[config.mk]
export PLATFORM = sky130hd
export DESIGN_NAME = secded_decoder_flat
export DESIGN_NICKNAME = d
export VERILOG_FILES = /design/src/rtl/secded_decoder_if.sv /design/src/rtl/secded_decoder.sv /design/src/flat_wrapper.sv
export SDC_FILE = /design/constraint.sdc
export NUM_CORES = 1
export LEC_CHECK = 0
export CORE_MARGIN = 4
export CORE_UTILIZATION = 56
export DETAILED_ROUTE_END_ITERATION = 6
export PLACE_DENSITY = 0.9
export SLEW_MARGIN = 10
export SYNTH_ARGS = -nofsm -noshare
export SYNTH_HDL_FRONTEND = slang
export SYNTH_SLANG_ARGS = --single-unit
[constraint.sdc]
create_clock -name clk -period 9.7 [get_ports clk]
set_input_delay 2.425 -clock clk [delete_from_list [all_inputs] [get_ports clk]]
set_output_delay 2.425 -clock clk [all_outputs]
set_load 0.05 [all_outputs]
[src/rtl/secded_decoder_if.sv]
// Read-path bus between a SECDED decoder and the logic either side of it.
// master drives the received word in and collects the corrected result; slave is the decoder.
interface secded_decoder_if #(
  parameter int DATA_BITS   = 128,
  parameter int PARITY_BITS = 9
);
  logic [DATA_BITS:1]     Data_in;
  logic [PARITY_BITS:1]   Parity_in;
  logic                   Data_valid_in;
  logic [DATA_BITS:1]     Data_out;
  logic                   Data_valid_out;
  logic [PARITY_BITS-1:1] Syndrome_out;
  logic                   Sec_err;
  logic                   Ded_err;

  modport master (
    output Data_in, Parity_in, Data_valid_in,
    input  Data_out, Data_valid_out, Syndrome_out, Sec_err, Ded_err
  );

  modport slave (
    input  Data_in, Parity_in, Data_valid_in,
    output Data_out, Data_valid_out, Syndrome_out, Sec_err, Ded_err
  );
endinterface

[src/rtl/secded_decoder.sv]
// Two-stage SECDED decoder: registers the received word, recomputes the syndrome, corrects or flags it.
// Define SECDED_ERR_CNT_EN to build the saturating single/double error statistics counters.
module secded_decoder #(
  parameter int DATA_BITS   = 128,
  parameter int PARITY_BITS = 9,
  parameter int CNT_WIDTH   = 16
) (
  input  logic                 clk,
  input  logic                 reset_b,
  secded_decoder_if.slave      bus,
  input  logic                 Cnt_clear,
  output logic [CNT_WIDTH-1:0] Sec_cnt,
  output logic [CNT_WIDTH-1:0] Ded_cnt
);

  localparam int SYN_W = PARITY_BITS - 1;
  localparam logic [SYN_W-1:0] LAST_POS = SYN_W'(DATA_BITS + PARITY_BITS - 1);

  // Codeword position of data bit j: the j-th non-power-of-two position counting from 3.
  function automatic int data_pos(input int j);
    int cnt;
    data_pos = 0;
    cnt = 0;
    for (int p = 3; p <= DATA_BITS + PARITY_BITS - 1; p++) begin
      if ((p & (p - 1)) != 0) begin
        cnt++;
        if (cnt == j && data_pos == 0) data_pos = p;
      end
    end
  endfunction

  logic [DATA_BITS:1]   data_q;
  logic [PARITY_BITS:1] parity_q;
  logic                 valid_q;

  logic [SYN_W-1:0]     pos_term [1:DATA_BITS];
  logic [DATA_BITS:1]   pos_hit;
  logic [SYN_W-1:0]     syndrome;
  logic                 overall;
  logic                 sec_det;
  logic                 ded_det;
  logic [DATA_BITS:1]   data_fix;

  logic [DATA_BITS:1]   data_out_q;
  logic [SYN_W-1:0]     syndrome_q;
  logic                 sec_q;
  logic                 ded_q;
  logic                 valid_out_q;

  always_ff @(posedge clk or negedge reset_b) begin
    if (!reset_b) begin
      data_q   <= '0;
      parity_q <= '0;
      valid_q  <= 1'b0;
    end else begin
      valid_q <= bus.Data_valid_in;
      if (bus.Data_valid_in) begin
        data_q   <= bus.Data_in;
        parity_q <= bus.Parity_in;
      end
    end
  end

  // Each data bit contributes its position to the syndrome; pos_hit marks the bit the syndrome points at.
  for (genvar j = 1; j <= DATA_BITS; j++) begin : g_map
    localparam logic [SYN_W-1:0] POS = SYN_W'(data_pos(j));
    assign pos_term[j] = data_q[j] ? POS : '0;
    assign pos_hit[j]  = (syndrome == POS);
  end

  always_comb begin
    syndrome = parity_q[SYN_W:1];
    for (int j = 1; j <= DATA_BITS; j++) begin
      syndrome = syndrome ^ pos_term[j];
    end
  end

  // Odd overall parity with an in-range syndrome is one flip; parity-bit positions never match pos_hit.
  assign overall  = (^data_q) ^ (^parity_q);
  assign sec_det  = overall && (syndrome <= LAST_POS);
  assign ded_det  = overall ? (syndrome > LAST_POS) : (syndrome != '0);
  assign data_fix = data_q ^ (pos_hit & {DATA_BITS{overall}});

  always_ff @(posedge clk or negedge reset_b) begin
    if (!reset_b) begin
      data_out_q  <= '0;
      syndrome_q  <= '0;
      sec_q       <= 1'b0;
      ded_q       <= 1'b0;
      valid_out_q <= 1'b0;
    end else begin
      valid_out_q <= valid_q;
      if (valid_q) begin
        data_out_q <= data_fix;
        syndrome_q <= syndrome;
        sec_q      <= sec_det;
        ded_q      <= ded_det;
      end
    end
  end

  assign bus.Data_out       = data_out_q;
  assign bus.Syndrome_out   = syndrome_q;
  assign bus.Sec_err        = sec_q;
  assign bus.Ded_err        = ded_q;
  assign bus.Data_valid_out = valid_out_q;

`ifdef SECDED_ERR_CNT_EN
  logic [CNT_WIDTH-1:0] sec_cnt_q;
  logic [CNT_WIDTH-1:0] ded_cnt_q;

  // Counts words as they leave the decoder; clear beats a coincident increment, counts stick at all-ones.
  always_ff @(posedge clk or negedge reset_b) begin
    if (!reset_b) begin
      sec_cnt_q <= '0;
      ded_cnt_q <= '0;
    end else if (Cnt_clear) begin
      sec_cnt_q <= '0;
      ded_cnt_q <= '0;
    end else begin
      if (valid_out_q && sec_q && sec_cnt_q != '1) sec_cnt_q <= sec_cnt_q + CNT_WIDTH'(1);
      if (valid_out_q && ded_q && ded_cnt_q != '1) ded_cnt_q <= ded_cnt_q + CNT_WIDTH'(1);
    end
  end

  assign Sec_cnt = sec_cnt_q;
  assign Ded_cnt = ded_cnt_q;
`else
  logic unused_cnt_clear;
  assign unused_cnt_clear = Cnt_clear;
  assign Sec_cnt = '0;
  assign Ded_cnt = '0;
`endif

endmodule

[src/flat_wrapper.sv]
// flat-port wrapper written by rule: the top's interface ports become plain ports
module secded_decoder_flat 
#(
  parameter int DATA_BITS   = 128,
  parameter int PARITY_BITS = 9,
  parameter int CNT_WIDTH   = 16
)
  (clk, reset_b, Cnt_clear, Sec_cnt, Ded_cnt, bus_Data_in, bus_Parity_in, bus_Data_valid_in, bus_Data_out, bus_Data_valid_out, bus_Syndrome_out, bus_Sec_err, bus_Ded_err);
  secded_decoder_if #(.DATA_BITS(DATA_BITS), .PARITY_BITS(PARITY_BITS)) bus_i ();
  input  logic clk;
  input  logic reset_b;
  input  logic Cnt_clear;
  output logic [CNT_WIDTH-1:0] Sec_cnt;
  output logic [CNT_WIDTH-1:0] Ded_cnt;
  input wire logic [$bits(bus_i.Data_in)-1:0] bus_Data_in;
  input wire logic [$bits(bus_i.Parity_in)-1:0] bus_Parity_in;
  input wire logic [$bits(bus_i.Data_valid_in)-1:0] bus_Data_valid_in;
  output wire logic [$bits(bus_i.Data_out)-1:0] bus_Data_out;
  output wire logic [$bits(bus_i.Data_valid_out)-1:0] bus_Data_valid_out;
  output wire logic [$bits(bus_i.Syndrome_out)-1:0] bus_Syndrome_out;
  output wire logic [$bits(bus_i.Sec_err)-1:0] bus_Sec_err;
  output wire logic [$bits(bus_i.Ded_err)-1:0] bus_Ded_err;
  assign bus_i.Data_in = bus_Data_in;
  assign bus_i.Parity_in = bus_Parity_in;
  assign bus_i.Data_valid_in = bus_Data_valid_in;
  assign bus_Data_out = bus_i.Data_out;
  assign bus_Data_valid_out = bus_i.Data_valid_out;
  assign bus_Syndrome_out = bus_i.Syndrome_out;
  assign bus_Sec_err = bus_i.Sec_err;
  assign bus_Ded_err = bus_i.Ded_err;
  secded_decoder #(.DATA_BITS(DATA_BITS), .PARITY_BITS(PARITY_BITS), .CNT_WIDTH(CNT_WIDTH)) u_core (.clk(clk), .reset_b(reset_b), .bus(bus_i), .Cnt_clear(Cnt_clear), .Sec_cnt(Sec_cnt), .Ded_cnt(Ded_cnt));
endmodule
======== Word level (Yosys, flattened, before mapping) ========
Index checks and enable logic that the tools add are counted.
word-level totals
  output and inout port bits .............. 171
  flip-flop bits (word level) ............. 277
  word-level logic and storage cells ...... 402
  input port bits ......................... 141
operators by class
  bitwise operators ....................... 131
  order comparisons ....................... 2
  reduce and logical (&&, ||, !) cells .... 4
  equality and inequality tests ........... 128
  mux-type cells .......................... 129
operators with widths
  cell                                                 number
  bitwise XOR 8 bit                                    128
  equality test 8 x 7 -> 1 bit, second input constant  63
  two-way mux 7 bit                                    63
  equality test 8 x 6 -> 1 bit, second input constant  31
  two-way mux 6 bit                                    31
  bitwise AND 128 bit                                  1
  XOR reduction 128 bit                                1
  bitwise XOR 128 bit                                  1
  equality test 8 x 5 -> 1 bit, second input constant  15
  two-way mux 5 bit                                    15
  equality test 8 bit, second input constant           8
  two-way mux 8 bit                                    8
  equality test 8 x 4 -> 1 bit, second input constant  7
  two-way mux 4 bit                                    7
  equality test 8 x 3 -> 1 bit, second input constant  3
  two-way mux 3 bit                                    3
  XOR reduction 9 bit                                  1
  equality test 8 x 2 -> 1 bit, second input constant  1
  > comparator 8 bit, second input constant            1
  <= comparator 8 bit, second input constant           1
  nonzero test 8 bit                                   1
  two-way mux 2 bit                                    1
  logical AND 1 bit                                    1
  two-way mux 1 bit                                    1
  bitwise XOR 1 bit                                    1

======== Depth between registers and ports, before layout ========
Gate-level depths: netlist of run 1.
  depth after elaboration ................. 132
  mapped depth ............................ 12
  depth with buffers taken out ............ 9

======== Least setup slack after synthesis of run 1 ========
No wires, ideal clock.
  kind .................................... input -> register
  start ................................... in bus_Data_valid_in
  end ..................................... reg u_core.data_q[106] in the netlist's numbering
  data arrival time ....................... 3.453 ns
  data required time ...................... 9.575 ns
  path slack .............................. 6.122 ns
  path buffers ............................ 2
  library setup time ...................... 0.125 ns
  cell stages on the path ................. 3
  cells stage by stage .................... clkbuf_1 clkbuf_1 mux2_2
RTL lines
  item                    line                  text
  start: declaration      flat_wrapper.sv:17    input wire logic [$bits(bus_i.Data_valid_in)-1:0] bus_Data_valid_in;
  end signal: assignment  secded_decoder.sv:58  data_q <= bus.Data_in;
  end: declaration        secded_decoder.sv:32  logic [DATA_BITS:1] data_q;
No word-level cell between the ends.

======== Final worst setup path of run 1 ========
  start ................................... reg u_core.data_q[51] in the netlist's numbering
  end ..................................... reg u_core.data_out_q, in the netlist u_core.bus.Data_out[88]
on the way
  longest elaborated chain between the ends .. 82
  elaborated cells on any way between the ends .. 84
  classes of those cells .................. 1 x eq/ne; 1 x mux; 81 x bitwise; 1 x reduce/logical
ends and longest elaborated chain
  item                              line                  text
  two-way mux 6 bit                 secded_decoder.sv:67  assign pos_term[j] = data_q[j] ? POS : '0;
  bitwise XOR 8 bit (78 in series)  secded_decoder.sv:74  syndrome = syndrome ^ pos_term[j];
  equality test 8 x 7 -> 1 bit      secded_decoder.sv:68  assign pos_hit[j] = (syndrome == POS);
  bitwise AND 128 bit (*)           secded_decoder.sv:82  assign data_fix = data_q ^ (pos_hit & {DATA_BITS{overall}});
  bitwise XOR 128 bit (*)           secded_decoder.sv:82
  end signal: assignment            secded_decoder.sv:94  data_out_q <= data_fix;
  end: declaration                  secded_decoder.sv:44  logic [DATA_BITS:1] data_out_q;
Mark *: on every way between the ends. The rest lies on a longest branch, timed or not.
A chain may end at the register's enable or synchronous reset.

==> results summary, run 1 <==
The tightest min-delay check is of the reg2reg type. The routed via count divided by cell count came out at 6.51. The highest layer touched by signal routing is met4.

The average wire per cell in the routed design is 27.4 um. The flip-flop and latch count after synthesis is 277. The amount of wire on met3 after detailed routing came out at 6160 um. Summing the sequential cell areas from Yosys gives 46.8% of the chip area.

The number of distinct library cells after synthesis came out at 45. The detailed-router iteration count before antenna repair came out at 5. At the pin with the least slew margin, the transition time is 1.25 ns. The count of cells along the worst register-to-register path came out at 9. The number of diodes is 0. The via count of the first global-routing pass is 12200. The area of the multi-input gates came out at 0.00749 sq mm. The clock buffer count from CTS is 29. The first-pass GRT wire length is 74600 um. The post-DP HPWL is 35100 um. Once placement finished, the instance area stood at 0.0177 sq mm. By area, the combinational part of the netlist is dominated by XOR/XNOR gates. The register area came out at 0.00693 sq mm. Setup slack on the worst reg-to-reg path comes out at 4.60 ns. The longest individual stage delay on the worst path came out at 1.01 ns. The post-CTS resize count came out at 0. The area share of fa/ha/maj cells after synthesis is 0%. The xor/xnor cell area share of the yosys netlist came out at 18.6%. Summed over all nets, wire length on met2 after detailed routing comes to 22600 um.

The horizontal extent of the die is 171 um. The run finished with clean final reports. The die covers 0.0291 sq mm. The count of hold buffers inserted by post-cts repair came out at 0. In this design, the critical path's most frequently occurring cell is sky130_fd_sc_hd__xnor3_1. The total global routing overflow is 0. The TritonCTS sink count is 277.

The initial antenna violation count came out at 0. The final routed wirelength across all metal layers is 50400 um. The area growth from synthesis to final layout came out at 25.5%.

STA classifies the critical path endpoint as a register. After layout, the worst setup slack is 4.60 ns. The endpoint identified for the worst register-to-register timing path is u_core.bus.Data_out[88]. The clock skew is 0.0119 ns. The number of design rule violations left after detail routing came out at 0.

The number of maximum-capacitance violations came out at 0. The first-iteration detailed-routing DRC count is 1399. The post-route netlist has 14.8% of its cells at a drive strength greater than 1. The total of warnings raised by yosys is 0.

The maximum number of buffers from clock root to sink came out at 3. Data arrives at the worst endpoint at 5.50 ns. The post-route core utilization came out at 71.4%.

The worst setup path is launched from a register. The insertion delay to the later sink of the worst-skew pair came out at 0.57 ns. After technology mapping, the gate count stands at 1230. The start point of the worst min-delay path is u_core.bus.Syndrome_out[8]. In the final timing run, aggregate negative setup slack is 0 ns. The mean cell area of the mapped netlist is 12.1 sq um. The worst relative slew slack is 16.8%. The total routing usage reported by global routing is 34.0%. The hold-critical path depth is 2. The floorplan has 59 rows.

The buffer type at the clock tree root is sky130_fd_sc_hd__clkbuf_16. The worst register-to-register path begins at u_core.data_q[51]. The kind of cell with the highest combined delay on the critical path is XOR/XNOR gates. The initial standard-cell utilization of the core came out at 56.9%. The share of the cycle needed by the critical path after routing is 52.6%. The critical path is of the reg2reg type. Of the post-synthesis cell area, the part taken by muxes is 11.0%. The filler cell count in the final layout came out at 1765. The number of max-slew violations in the final report is 0. The clock-pin slew on the worst setup and hold paths is 0.06 ns.

The pin count of the biggest net entering global routing is 126. Yosys attributes the largest share of cell area to sky130_fd_sc_hd__dfrtp_1 (47%), sky130_fd_sc_hd__mux2_2 (10%), sky130_fd_sc_hd__xnor2_1 (9.5%), sky130_fd_sc_hd__o311ai_1 (5.8%), sky130_fd_sc_hd__xnor3_1 (5.8%). The count of nets left with antenna violations once routing finished came out at 0.

Setup repair after global routing left no endpoint under its margin. The maximum fanout along the worst path came out at 24. The finished cells cover 0.0186 sq mm. The number of buffers added on ports came out at 278.

The share of synthesized area in the top cell type comes to 46.8%. The number of buffers and inverters on the critical path is 0. The biggest area contributor in the post-synthesis netlist is sky130_fd_sc_hd__dfrtp_1. The final-report hold violation count is 0.

The post-synthesis instance area came out at 0.0148 sq mm. For the finished layout, the period the worst path requires is 5.10 ns. Before CTS, the worst setup slack after placement is 4.71 ns. The signal on the critical path passes through xnor3_1 -> xnor3_2 -> xnor2_1 -> xnor3_1 -> xnor3_1 -> xnor3_2 -> nand4_1 -> o211ai_1 -> o311ai_1.

TritonCTS built the clock tree. The layout net count is 1626. At the end of routability-driven placement, the weighted congestion stood at 0.980. The H-tree level count came out at 1. In this run the standard cell core region covers 0.0261 sq mm. The setup violation total in the final timing report is 0. The total number of vias came out at 12000. Based on the critical path, the design can be clocked at up to 196 MHz.

Post-CTS timing repair inserted 0 buffers for setup. The required time reported for the critical path endpoint is 10.10 ns. The library cells used most frequently in the layout, excluding fill and tap cells, are sky130_fd_sc_hd__clkdlybuf4s50_1 (276), sky130_fd_sc_hd__dfrtp_1 (276), sky130_fd_sc_hd__xnor2_1 (161), sky130_fd_sc_hd__nand2_1 (143), sky130_fd_sc_hd__mux2_2 (138). The worst hold path terminates at u_core.bus.Syndrome_out[8]. The vertical die dimension is 171 um. The largest individual stage delay along the critical path comes from the cell sky130_fd_sc_hd__nand4_1. The share of synthesized cell area in and, or, nand and nor gates is 5.54%. The number of top-level pins came out at 312.

The area fraction in compound gates after synthesis came out at 14.6%. The met1 wire length came out at 18200 um.
## registers in the layout (all words and copies together) (netlist names)
register	cells
u_core.bus.Data_valid_out	1
u_core.parity_q	9
u_core.data_q	128
u_core.bus.Ded_err	1
u_core.valid_q	1
u_core.bus.Data_out	128
u_core.bus.Sec_err	1
u_core.bus.Syndrome_out	8
## logic make-up (layout without fill, tap and decap cells)
group                  Yosys count  after routing
AO/OA/AOI/OAI                  283            283
flip-flops                     277            277
XOR/XNOR                       241            241
AND/OR/NAND/NOR                188            188
multiplexers                   142            142
buffers and inverters           98            339
other                            1             32
## metal layers
| metal | up-vias | GRT usage, % |
|---|---|---|
| met1 | 5895 | 43.9 |
| met3 | 211 | 9.75 |
| met2 | 866 | 52.3 |
| met5 | - | 0 |
| li1 | 4982 | - |
| met4 | 0 | 18.3 |
## per-stage QoR
step | hold WS, ns | cells
floorplan | 0.352 | 1261
global placement | 0.474 | 1789
detailed placement | 0.477 | 1789
CTS | 0.493 | 1837
global route | 0.519 | 1837
finish | 0.494 | 1837
## worst register-to-register path, stage by stage, from the launching register on
cell,delay (ns)
sky130_fd_sc_hd__dfrtp_1,0.45
sky130_fd_sc_hd__xnor3_1,0.57
sky130_fd_sc_hd__xnor3_2,0.53
sky130_fd_sc_hd__xnor2_1,0.21
sky130_fd_sc_hd__xnor3_1,0.25
sky130_fd_sc_hd__xnor3_1,0.37
sky130_fd_sc_hd__xnor3_2,0.75
sky130_fd_sc_hd__nand4_1,1.02
sky130_fd_sc_hd__o211ai_1,0.63
sky130_fd_sc_hd__o311ai_1,0.18
## final cells by class
type / count / area share (%)
tap: 335 / 2.25
multi-input combinational: 886 / 40.3
sequential: 277 / 37.3
inverter: 2 / 0.0538
clock inverter: 5 / 0.168
timing repair buffer: 289 / 15.4
clock buffer: 43 / 4.56
## cells in the mapped netlist (all sizes together)
master	count
dfrtp	277
xnor2	165
nand2	146
mux2	138
o311ai	124
o21ai	66
o211ai	60
clkbuf	51
buf	45
xnor3	41
xor2	32
a21oi	13
nand4	9
nor2	9
a41oi	8
and2	7
nand3	6
a21o	4
a221o	4
mux2i	4
nor2b	4
nor3	4
xor3	3
inv	2
nand2b	2
a211oi	1
a21boi	1
a22o	1
a31oi	1
conb	1
nor4	1
## worst max-delay path by stage
stage                     slack, ns                      end  cells after the start          startpoint
after detailed placement       4.71  u_core.bus.Data_out[88]                      9   u_core.data_q[51]
final                          4.60  u_core.bus.Data_out[88]                      9   u_core.data_q[51]
after global routing           4.39  u_core.bus.Data_out[88]                      9  u_core.data_q[111]
after global placement         4.90  u_core.bus.Data_out[89]                      9   u_core.data_q[51]
after floorplan                6.12       u_core.data_q[106]                      3   bus_Data_valid_in
after CTS                      4.70  u_core.bus.Data_out[88]                      9   u_core.data_q[51]
Power of run 1 is not shown: default switching activity piles up to over one toggle a cycle in this logic, so the estimate is an artifact.
==> run 2: changes to the inputs <==
- CORE_UTILIZATION: 56 -> 52
- PLACE_DENSITY: 0.9 -> 0.84
- clock period: 9.7 -> 4.71 ns (I/O delays scaled with it)
==> run 2 against run 1 <==
Against the previous run: wire length grew 1.2%; via count grew 0.33%; largest cell class unchanged; final cell count grew 3.8%; cell area grew 2.4%; critical path type unchanged; first-iteration DRC count grew 10%.
==> results summary, run 2 (same netlist as run 1, synthesis figures left out) <==
The run finished with clean final reports. STA classifies the critical path startpoint as a register. The initial standard-cell utilization of the core is 53.1% (-3.8 points). The filler cell count in the final layout is 2005 (+14%). The core region area was 0.0279 sq mm (+7.2%). The post-route core utilization was 68.2% (-3.2 points). The clock buffer count from CTS is 30 (+3.4%).

The setup violation total in the final timing report was 0 (unchanged). The vertical die dimension was 177 um (+3.6%). The setup TNS after final layout came out at 0 ns (unchanged). The transition time of the tightest slew-check pin came out at 0.889 ns (-0.358 ns).

The number of top-level pins was 312 (unchanged). The total die area is 0.0313 sq mm (+7.3%). Leaving out fill and tap cells, the most frequent cells in the layout are sky130_fd_sc_hd__clkdlybuf4s50_1 (276), sky130_fd_sc_hd__dfrtp_1 (276), sky130_fd_sc_hd__xnor2_1 (161), sky130_fd_sc_hd__nand2_1 (143), sky130_fd_sc_hd__mux2_2 (138).

The share of layout cells above drive strength 1 was 16.5% (+1.7 points). The data arrival time of the critical path is 4.77 ns (-0.73 ns). The required time reported for the critical path endpoint is 5.14 ns (-4.96 ns). The routed via count divided by cell count came to 6.29 (-3.3%).

CTS placed an instance of sky130_fd_sc_hd__clkbuf_16 at the clock tree root. The residual antenna-violating net count after detailed routing came out at 0 (unchanged). The worst relative slew slack was 40.7% (+24 points).

The final-report hold violation count came out at 0 (unchanged). The share of the cycle needed by the critical path after routing is 92.3% (+40 points). The final routed wirelength across all metal layers came out at 51000 um (+1.2%). The initial antenna violation count is 0 (unchanged). The number of maximum-capacitance violations came out at 0 (unchanged).

The first-iteration detailed-routing DRC count was 1544 (+10%). The worst setup path is captured at a register. The worst hold path belongs to the class reg2reg. The horizontal extent of the die is 177 um (+3.6%). The pin count of the biggest net entering global routing came out at 104 (-17%). The total routing usage reported by global routing came out at 32.1% (-1.9 points).

The maximum fanout along the worst path is 8 (-67%). The detailed-router iteration count before antenna repair is 7 (+2). The total global routing overflow was 0 (unchanged). The number of placed instances with taps included is 1853 (+3.6%).

The clock skew was 0.0109 ns (-0.000943 ns). The average wire per cell in the routed design came to 26.8 um (-2.5%). TritonCTS built the clock tree. By startpoint and endpoint, the worst setup path is classified as reg2reg. The clock-pin slew on the worst setup and hold paths is 0.06 ns (about the same). The maximum achievable frequency came out at 230 MHz (+17%). Setup repair after global routing left no endpoint under its margin. The last weighted congestion value of the routability-driven placer came out at 0.955 (-2.6%).

The post-CTS resize count came to 0 (unchanged). The number of buffers added on ports is 278 (unchanged). The total number of placement rows came to 61 (+3.4%). The non-filler instance count after layout is 1906 (+3.8%). The post-CTS setup buffer count is 0 (unchanged). The area growth from synthesis to layout is 28.5%. The time the worst path needs with I/O delays and setup is 4.35 ns (-0.757 ns).

The total number of vias was 12000 (+0.33%). The post-DP HPWL came out at 35800 um (+2.2%). The H-tree level count is 1 (unchanged). The layout net count came to 1648 (+1.4%).

The number of diodes came out at 0 (unchanged). The number of design rule violations left after detail routing came to 0 (unchanged). The count of hold buffers inserted by post-cts repair came out at 0 (unchanged). The first-pass GRT wire length came out at 75800 um (+1.6%). The maximum number of buffers from clock root to sink is 3 (unchanged).

The TritonCTS sink count came to 277 (unchanged). The finished layout cell area came out at 0.0190 sq mm (+2.4%). The via count of the first global-routing pass came out at 12100 (-0.96%). The number of max-slew violations in the final report came out at 0 (unchanged). The instance area after placement came to 0.0180 sq mm (+1.4%). The area of the multi-input gates is 0.00749 sq mm (unchanged). The insertion delay to the later sink of the worst-skew pair was 0.56 ns (about the same). The register area came out at 0.00693 sq mm (unchanged).
==> run 2: cell count changes in the layout (fill, tap and decap cells not counted), sizes merged <==
cell      delta
buf         +21
bufinv       +5
clkbuf       -2
clkinv       +4
clkinvlp     -1
inv          -1
==> run 2: metal layers <==
layer	wire length, um	GRT usage, %
met1	19000	42.6
met2	23300	50.0
met3	6230	9.78
met4	2530	12.7
met5	0	0
==> run 2: final cells by class <==
type                       instances  share of cell area [%]
tap                              378                    2.48
sequential                       277                    36.4
multi-input combinational        886                    39.4
timing repair buffer             310                    16.1
clock inverter                    12                   0.992
inverter                           2                  0.0526
clock buffer                      41                    4.64
==> run 2: worst paths after layout <==
kind                                          from                        to  slack, ns  cells after the start
max                              u_core.data_q[49]   u_core.bus.Data_out[67]       0.36                      9
max in group asynchronous                  reset_b         u_core.data_q[19]       2.99                      2
min                        u_core.bus.Data_out[54]   u_core.bus.Data_out[54]       0.49                      2
min in group asynchronous                  reset_b  u_core.bus.Data_out[109]       0.68                      1
max reg2reg                      u_core.data_q[49]   u_core.bus.Data_out[67]       0.36                      9
min reg2reg                u_core.bus.Data_out[54]   u_core.bus.Data_out[54]       0.49                      2
==> run 2: worst max-delay path: stages (launching register included) <==
cell and delay (ns):
sky130_fd_sc_hd__dfrtp_1 0.45, sky130_fd_sc_hd__xor2_1 0.31, sky130_fd_sc_hd__xnor3_1 0.47, sky130_fd_sc_hd__xnor2_1 0.29, sky130_fd_sc_hd__xnor3_1 0.55, sky130_fd_sc_hd__xnor2_4 0.40, sky130_fd_sc_hd__mux2i_2 0.53, sky130_fd_sc_hd__and2_1 0.21
sky130_fd_sc_hd__nand2_1 0.46, sky130_fd_sc_hd__o311ai_1 0.54
==> run 2: stage by stage <==
stage	setup slack (ns)	hold slack [ns]
global route	0.350	0.518
floorplan	1.36	0.352
CTS	0.507	0.490
global placement	0.603	0.473
detailed placement	0.536	0.477
finish	0.365	0.488
Power of run 2 is left out for the same reason.
